**config.mk**
```make
export PLATFORM = sky130hd
export DESIGN_NAME = exec_sequencer
export DESIGN_NICKNAME = d
export VERILOG_FILES = /design/src/rtl/exec_sequencer.sv
export SDC_FILE = /design/constraint.sdc
export NUM_CORES = 1
export LEC_CHECK = 0
export BUFFER_PORTS_ARGS = -buffer_cell sky130_fd_sc_hd__buf_2
export CORE_MARGIN = 2
export CORE_UTILIZATION = 45
export CTS_CLUSTER_DIAMETER = 100
export CTS_CLUSTER_SIZE = 16
export DETAILED_ROUTE_END_ITERATION = 8
export GPL_TIMING_DRIVEN = 0
export PLACE_DENSITY = 0.72
export SLEW_MARGIN = 20
export SYNTH_ARGS = -nofsm -noshare
export SYNTH_HDL_FRONTEND = slang
export SYNTH_SLANG_ARGS = --single-unit
```
**constraint.sdc**
```tcl
create_clock -name clk -period 1.8 [get_ports clk]
set_clock_uncertainty 0.2 [all_clocks]
set_input_delay 0.36 -clock clk [delete_from_list [all_inputs] [get_ports clk]]
set_output_delay 0.36 -clock clk [all_outputs]
set_load 0.05 [all_outputs]
```
**src/rtl/exec_sequencer.sv**
```systemverilog
// -----------------------------------------------------------------------------
// exec_sequencer
//
// Three-cycle execute sequencer that sits directly in front of an external
// 8-bit ALU. It owns the general-purpose register file and the NZCV flag
// register. Each instruction is accepted in IDLE, its operands are presented
// to the ALU during EXEC, and the result and flags are committed in WB.
// The block performs no arithmetic of its own; every value written back comes
// from the ALU.
//
// Ports
//   clk            : single clock, rising edge
//   reset          : synchronous, active-high; aborts any instruction in flight
//   Instr_valid    : instruction fields below are valid
//   Instr_ready    : high only in IDLE; accept = Instr_valid & Instr_ready
//   Instr_op       : ALU opcode, forwarded unchanged to ALU_OP
//   Instr_rd       : destination register, also the A operand source
//   Instr_rs       : B operand source register
//   Instr_imm_sel  : B = Instr_imm instead of R[rs]
//   Instr_imm      : immediate operand
//   Instr_zero_a   : A = 0x00 instead of R[rd] (load idiom)
//   Instr_wb_en    : write result to R[rd]; when low only flags are updated
//   ALU_A / ALU_B  : registered operands, held outside EXEC
//   ALU_OP         : registered opcode, held outside EXEC
//   ALU_Result     : combinational ALU result, sampled at the end of EXEC
//   ALU_NZCV       : ALU flags, bit0 = N, bit1 = Z, bit2 = C, bit3 = V
//   Flags          : architectural flag register, same bit mapping
//   Done           : high for the single WB cycle of an instruction
//   Dbg_sel        : debug register select
//   Dbg_data       : combinational read of R[Dbg_sel]
// -----------------------------------------------------------------------------
module exec_sequencer #(
  parameter  int NUM_REGS = 4,
  localparam int IDX_W    = (NUM_REGS > 1) ? $clog2(NUM_REGS) : 1
) (
  input  logic             clk,
  input  logic             reset,

  input  logic             Instr_valid,
  output logic             Instr_ready,
  input  logic [2:0]       Instr_op,
  input  logic [IDX_W-1:0] Instr_rd,
  input  logic [IDX_W-1:0] Instr_rs,
  input  logic             Instr_imm_sel,
  input  logic [7:0]       Instr_imm,
  input  logic             Instr_zero_a,
  input  logic             Instr_wb_en,

  output logic [7:0]       ALU_A,
  output logic [7:0]       ALU_B,
  output logic [2:0]       ALU_OP,
  input  logic [7:0]       ALU_Result,
  input  logic [3:0]       ALU_NZCV,

  output logic [3:0]       Flags,
  output logic             Done,

  input  logic [IDX_W-1:0] Dbg_sel,
  output logic [7:0]       Dbg_data
);

  typedef enum logic [1:0] {
    ST_IDLE = 2'd0,
    ST_EXEC = 2'd1,
    ST_WB   = 2'd2
  } state_e;

  state_e           state_q;

  // Architectural state
  logic [7:0]       regs_q [NUM_REGS];
  logic [3:0]       flags_q;

  // Operand / opcode registers presented to the ALU
  logic [7:0]       alu_a_q;
  logic [7:0]       alu_b_q;
  logic [2:0]       alu_op_q;

  // Instruction context carried from accept to write-back
  logic [IDX_W-1:0] rd_q;
  logic             wb_en_q;

  // ALU outputs captured at the end of EXEC
  logic [7:0]       res_q;
  logic [3:0]       nzcv_q;

  // Operand selection for the accept edge
  logic [7:0]       alu_a_d;
  logic [7:0]       alu_b_d;

  // NOTE: every variable written in always_comb gets a default on entry, so
  // no path can leave it unassigned and infer a latch.
  always_comb begin
    alu_a_d = regs_q[Instr_rd];
    alu_b_d = regs_q[Instr_rs];
    if (Instr_zero_a)  alu_a_d = 8'h00;
    if (Instr_imm_sel) alu_b_d = Instr_imm;
  end

  // NOTE: sequential state is updated only with non-blocking assignments so
  // every register samples values from before the edge, independent of
  // statement order.
  always_ff @(posedge clk) begin
    if (reset) begin
      state_q  <= ST_IDLE;
      // NOTE: the register file is built from flops and is architectural
      // state, so it is cleared explicitly; a RAM macro could not be.
      for (int i = 0; i < NUM_REGS; i++) begin
        regs_q[i] <= 8'h00;
      end
      flags_q  <= 4'b0000;
      alu_a_q  <= 8'h00;
      alu_b_q  <= 8'h00;
      alu_op_q <= 3'b000;
      rd_q     <= '0;
      wb_en_q  <= 1'b0;
      res_q    <= 8'h00;
      nzcv_q   <= 4'b0000;
    end else begin
      unique case (state_q)
        ST_IDLE: begin
          // Operands read the register file as of the accept cycle; with
          // rd == rs both operands see the same value.
          if (Instr_valid) begin
            alu_a_q  <= alu_a_d;
            alu_b_q  <= alu_b_d;
            alu_op_q <= Instr_op;
            rd_q     <= Instr_rd;
            wb_en_q  <= Instr_wb_en;
            state_q  <= ST_EXEC;
          end
        end

        ST_EXEC: begin
          // The ALU has had the whole cycle to settle on the held operands.
          res_q   <= ALU_Result;
          nzcv_q  <= ALU_NZCV;
          state_q <= ST_WB;
        end

        ST_WB: begin
          flags_q <= nzcv_q;
          if (wb_en_q) begin
            regs_q[rd_q] <= res_q;
          end
          state_q <= ST_IDLE;
        end

        default: begin
          state_q <= ST_IDLE;
        end
      endcase
    end
  end

  assign Instr_ready = (state_q == ST_IDLE);

  // Decoded from the state register; qualified with reset because a reset in
  // the WB cycle aborts the commit, and no completion may be signalled then.
  assign Done        = (state_q == ST_WB) && !reset;

  assign ALU_A       = alu_a_q;
  assign ALU_B       = alu_b_q;
  assign ALU_OP      = alu_op_q;
  assign Flags       = flags_q;
  assign Dbg_data    = regs_q[Dbg_sel];

endmodule

```
# Yosys cells after proc, flatten, opt, wreduce, memory -nomap -nowiden
# Memory sizes are Yosys's and may differ from the RTL's.
# Cells that the tools add are included.
# Widths: inputs -> output; s select.
# totals
reg_bits,40
ram_bits,32
output_inout_bits,33
wordCells,31
mem_count,1
# op_classes
n_eq_ne,3
muxes,13
reduce_logical,5
# memory_table
name,words,width,read_ports,rd_clocked_by_memory_dff,write_ports,line_no,source
regs_q,4,8,3,0,4,71,logic [7:0] regs_q [NUM_REGS];
# op_table
operator,n
$mux 8,3
$reduce_or 8->1,1
$mux 1,7
$mux 2,2
$pmux 2 s2,1
$eq 2x1->1 const B,1
$eq 2x2->1 const B,1
$logic_not 2->1,1
$ne 2x2->1 const B,1
$reduce_and 2->1,1
$logic_and 1x1->1,1
$logic_not 1->1,1

# Depth between registers and ports, before layout
# Gate-level depths: netlist of the first run.
# depth
depth_word,6
mapped_depth,6

# Least setup slack after synthesis of the first run
# OpenSTA, ideal clock, no wires.
# synth_path
kind,input to output
from,input reset
to,output Done
t_arrival_ns,1.369
required_ns,1.240
path_slack_ns,-0.129
cell_stages,3
cell_sequence,buf_4 -> clkbuf_1 -> nor2_1
# synth_via
elab_chain_len,2
# synth_rtl
element,line_no,source
start: declaration,37,"input logic reset,"
$logic_not 1->1,160,assign Done = (state_q == ST_WB) && !reset;
$logic_and 1x1->1,160,
end: declaration,56,"output logic Done,"
# No other way between the ends.

==> results of run 1 <==
==> synthesized netlist by cell type, drive strengths merged <==
cell type,n,area share (%)
edfxtp,32,29
mux4,16,11
nor4b,1,0.45
and3b,2,0.52
a21oi,22,3.3
mux2,16,5.6
or2,2,0.37
nand2,44,4.9
nand3,1,0.15
a211oi,8,1.8
o21bai,1,0.22
nor2,21,2.4
buf,14,3.0
a222oi,8,2.4
or3b,1,0.26
and2,32,6.0
a22oi,8,1.8
clkbuf,9,1.0
nor2b,3,0.56
a41o,1,0.30
dfxtp,40,24
and4bb,1,0.37
nor3b,2,0.93
nand2b,2,0.37
==> routing by layer <==
layer  global-route usage (%)  wire (um)
met1                     24.6       3410
met2                     34.6       4310
met3                     4.51        553
met4                     8.72        146
met5                        0          0
==> final cells by class <==
| class | instances | share of cell area, % |
|---|---|---|
| clock inverter | 6 | 1.59 |
| clock buffer | 10 | 2.90 |
| tap | 99 | 2.82 |
| multi-input combinational | 192 | 34.2 |
| sequential | 72 | 40.2 |
| buffer | 22 | 3.36 |
| timing repair buffer | 99 | 15.0 |
==> cells by family (layout without fill, tap and decap cells) <==
family	after synthesis	in the layout	synth area share, %
compound gates	48	48	9.79
buf+inv	23	137	4.00
flops	72	72	52.6
mux	32	32	16.4
simple gates	112	112	17.3
==> path summary, 6_finish.rpt <==
kind | start | depth (start not counted) | end | slack (ns)
setup / recovery | regs_q[2][2] | 2 | Dbg_data[2] | -0.21
hold / removal | reset | 2 | ALU_B[7] | 0.03
setup reg to reg | state_q[1] | 5 | regs_q[1][3] | 0.02
hold reg to reg | Flags[3] | 2 | Flags[3] | 0.26
==> power groups by stage <==
stage	sequential [W]	clock (W)	combinational, W
6_report	0.00183	0.00128	0.000618
2_1_floorplan	0.00194	0	0.000319
4_1_cts	0.00182	0.00129	0.000590
3_5_place_dp	0.00186	0	0.000539
3_3_place_gp	0.00186	0	0.000533
5_1_grt	0.00184	0.00136	0.000655
==> state kept, by name, indices dropped and copies added (netlist names) <==
signal   cells
ALU_OP       3
nzcv_q       4
wb_en_q      1
Flags        4
rd_q         2
state_q      2
ALU_A        8
res_q        8
ALU_B        8
regs_q      32
==> what timing repair did <==
action | 4_1_cts | 5_1_grt
resized for setup | 23 | 9
pin swaps | 2 | 3
setup buffers | 24 | 14
gates cloned | 0 | 1
endpoints found under the setup margin | 41 | 45
==> stage by stage <==
stage / utilization, % / hold WS [ns] / setup WS, ns
finish: 61.0 / 0.0281 / -0.213
global route: 61.0 / 0.0209 / -0.263
CTS: 58.8 / 0.0104 / -0.216
detailed placement: 52.7 / 0.247 / -0.198
global placement: 52.7 / 0.238 / -0.177
floorplan: - / 0.232 / -0.0221
==> impl_metrics.toml, run 1 <==
[outcome]
status = "finished, violations left"
violations = "setup timing"

[flow_run]
cap_viol_max_count = 0

[sta]
finalHoldViolCount = 0
finalSetupTns_ns = -1.54
fmax_ghz = 0.497
period_minus_slack_ns = 2.01
worst_slew_pin_slew_ns = 0.657
setup_viol_count_final = 8
slew_viol_final = 0
relSlewSlack_pct = 56.2
layout_setup_ws_ns = -0.213
finalCritPeriodShare_pct = 112
rsz0062_at_grt = "yes"

[logic_synthesis]
ys_types = 30
syn-num-nets = 322
synth-seq-cells = 72
synth_cells = 287
syn_area_per_cell_um2 = 11.7
syn-cell-area_mm2 = 0.00335
yosysSeqAreaShare_pct = 52.6
synth_warnings = 0

[clock_tree]
cts_hold_repair.buffers = 0
clk_pin_slew_ns = 0.08
cts_buffer_depth = 2
cts_inserted_buffers = 9
cts.sinks = 72
htreeDepth = 3
clock-root-buffer = "clkbuf_8"
clk-insertion-delay-late_ns = 0.34
tritoncts = "done"

[layout]
area_growth_syn_to_layout_pct = 31.3
final_cells = 500
post-route-cell-area_mm2 = 0.00440
most-common-layout-cells = "buf_2 (56), nand2_1 (44), dfxtp_1 (38), buf_4 (38)"
n_fill_cell = 576
layout_commonest_cell = "buf_2"
nets = 431
regArea_mm2 = 0.00177
diodes = 0
multi_input_area_mm2 = 0.00150
layout-drive-gt1-share_pct = 42.9

[power]
switching_share_pct = 28.4
ir_drop_mv = 0.377
comb_power_share_pct = 16.6
intPower_w = 0.00267
power_w = 0.00372
clockPowerShare_pct = 34.3
leakagePower_nw = 1.80
power_density_mw_per_mm2 = 847
power_switching_w = 0.00106
p_seq_share_pct = 49.1

[floorplanning]
die_h_um = 90.3
io_pins = 68
start_util_pct = 46.4
die_w_um = 90.3
core_mm2 = 0.00721
die-area_mm2 = 0.00815
rows = 31

[worst_hold_path]
hold_class = "input pin to flip-flop"

[placed_design]
place_area_mm2 = 0.00380
place_inst = 446
gp_congestion = 0.756
port_buffers = 60
place_hpwl_um = 5450

[worst_setup_path]
crit_family = "multiplexers"
slowest_stage = "mux4_2"
cp-end-kind = "output pin"
cp_cell_sequence = "mux4_2 -> buf_6"
critical_path_class = "flip-flop to output pin"
cp_max_fo = 2
startpoint_type = "flip-flop"
cp.arrival_ns = 1.45
critPathBufInv = 1
max_stage_delay_ns = 0.50
worstPathRequired_ns = 1.24

[detailed_routing]
drcViolationCount = 0
drt-total-wl_um = 8420
drtAntennaViolNets = 0
drt_iter0_drc = 150
vias = 2652
drtPass1Iterations = 6
viasPerCell = 5.30
wl_per_cell_um = 16.8

[global_routing]
grt_pass1_wl_um = 13000
grt_remaining_overflow = 0
grtUsageTotal_pct = 20.2
grt_max_degree = 14
antenna_found_initial = 0
grt_pass1_vias = 2633
Power figures use the tool's default switching activity.
==> inputs of run 2 (changes only) <==
Settings changed: BUFFER_PORTS_ARGS -buffer_cell sky130_fd_sc_hd__buf_2 to not set, DONT_BUFFER_PORTS set to 1, PLACE_DENSITY 0.72 to 0.64.
==> impl_metrics.toml, run 2 (synthesized netlist as in run 1, its figures left out) <==
[outcome]
status = "finished, violations left"
violations = "setup timing"

[power]
p_seq_share_pct = 53.0
power_density_mw_per_mm2 = 872
ir_drop_mv = 0.328
comb_power_share_pct = 12.6
power_switching_w = 0.000986
intPower_w = 0.00263
switching_share_pct = 27.3
leakagePower_nw = 1.56
clockPowerShare_pct = 34.3

[global_routing]
grtUsageTotal_pct = 18.6
grt_remaining_overflow = 0
grt_pass1_vias = 2340
antenna_found_initial = 0
grt_pass1_wl_um = 11800
grt_max_degree = 13

[floorplanning]
core_mm2 = 0.00721
die_w_um = 90.3
io_pins = 68
die-area_mm2 = 0.00815
die_h_um = 90.3
start_util_pct = 46.4
rows = 31

[placed_design]
gp_congestion = 0.806
place_area_mm2 = 0.00350
place_hpwl_um = 5260
port_buffers = 0
place_inst = 386

[worst_hold_path]
hold_class = "input pin to flip-flop"
min_path_cells = 2

[detailed_routing]
wl_per_cell_um = 16.0
drcViolationCount = 0
drtAntennaViolNets = 0
drtPass1Iterations = 4
drt-total-wl_um = 7220
vias = 2349
viasPerCell = 5.21
drt_iter0_drc = 87

[sta]
layout_setup_ws_ns = -0.187
slew_viol_final = 0
worst_slew_pin_slew_ns = 0.598
period_minus_slack_ns = 1.99
relSlewSlack_pct = 60.2
setup_viol_count_final = 8
finalHoldViolCount = 0
rsz0062_at_grt = "yes"
fmax_ghz = 0.503
finalCritPeriodShare_pct = 110

[flow_run]
cap_viol_max_count = 0

[layout]
layout-drive-gt1-share_pct = 29.8
n_fill_cell = 634
final_cells = 451
largest_register_ffs = 32
layout_commonest_cell = "nand2_1"
post-route-cell-area_mm2 = 0.00415
most-common-layout-cells = "nand2_1 (44), dfxtp_1 (39), buf_4 (35)"
area_growth_syn_to_layout_pct = 23.9
nets = 382
regMostFlops = "regs_q"
diodes = 0

[clock_tree]
cts.sinks = 72
clock-root-buffer = "clkbuf_8"
cts_inserted_buffers = 9
clk_pin_slew_ns = 0.08
tritoncts = "done"
clk-insertion-delay-late_ns = 0.34
cts_buffer_depth = 2
htreeDepth = 3

[worst_setup_path]
startpoint_type = "flip-flop"
crit_family = "multiplexers"
cp_cell_sequence = "mux4_2"
cp_max_fo = 3
cp-end-kind = "output pin"
r2r_cells = 6
cp.arrival_ns = 1.43
worstPathRequired_ns = 1.24
critPathBufInv = 0
cp.depth = 1
slowest_stage = "mux4_2"
max_stage_delay_ns = 0.66
critical_path_class = "flip-flop to output pin"
[run 2: cell count changes in the layout (fill, tap and decap cells not counted), moves of 2 or more]
cell and delta:
dlygate4sd3_1 +16, nor2_4 +2, clkbuf_1 +2, buf_6 -9, clkinvlp_4 -2, buf_2 -53, buf_4 -3
[run 2: timing repair]
action / 4_1_cts / 5_1_grt
hold buffers: 16 / 0
endpoints found under the setup margin: 42 / 43
buffers inserted: 22 / 11
resized for setup: 6 / 9
cloned: 0 / 1
endpoints found under the hold margin: 16 / 0
pin swaps: 1 / 3
[run 2: path summary, 6_finish.rpt]
path	from	end	slack, ns
min	reset	ALU_B[7]	0.03
max	regs_q[2][1]	Dbg_data[1]	-0.19
max reg2reg	state_q[1]	ALU_A[1]	0.06
min reg2reg	nzcv_q[0]	nzcv_q[0]	0.26
[run 2: power by group through the flow]
stage,registers [W],clock network [W],logic [W]
3_3_place_gp,0.00196,0,0.000372
6_report,0.00192,0.00124,0.000457
3_5_place_dp,0.00196,0,0.000376
5_1_grt,0.00193,0.00132,0.000495
4_1_cts,0.00192,0.00126,0.000438
2_1_floorplan,0.00194,0,0.000319
[run 2: layout make-up]
class | count | area (um^2) | share of cell area [%]
Sequential cell | 72 | 1760 | 42.5
Multi-Input combinational cell | 192 | 1510 | 36.3
Timing Repair Buffer | 50 | 413 | 9.95
Buffer | 22 | 153 | 3.68
Clock buffer | 12 | 135 | 3.26
Tap cell | 99 | 124 | 2.99
Clock inverter | 4 | 55.1 | 1.33
[run 2: stage by stage]
stage | TNS (ns) | power (W) | setup WS, ns | hold slack, ns | utilization (%)
after global routing | -1.66 | 0.00375 | -0.229 | 0.0185 | 57.5
final | -1.30 | 0.00362 | -0.187 | 0.0252 | 57.5
after global placement | -2.04 | 0.00233 | -0.184 | 0.246 | 48.5
after detailed placement | -2.77 | 0.00234 | -0.192 | 0.253 | 48.5
after floorplan | -0.176 | 0.00226 | -0.0221 | 0.232 | -
after CTS | -1.47 | 0.00361 | -0.197 | 0.0157 | 55.9
[run 2: layer usage]
layer | routed length (um) | GRT usage (%) | vias up | share of wire [%]
li1 | - | - | 1167 | -
met3 | 333 | 4.84 | 14 | 4.6
met1 | 3230 | 22.7 | 1100 | 45
met4 | 182 | 9.36 | 0 | 2.5
met5 | 0 | 0 | - | 0
met2 | 3470 | 30.5 | 68 | 48
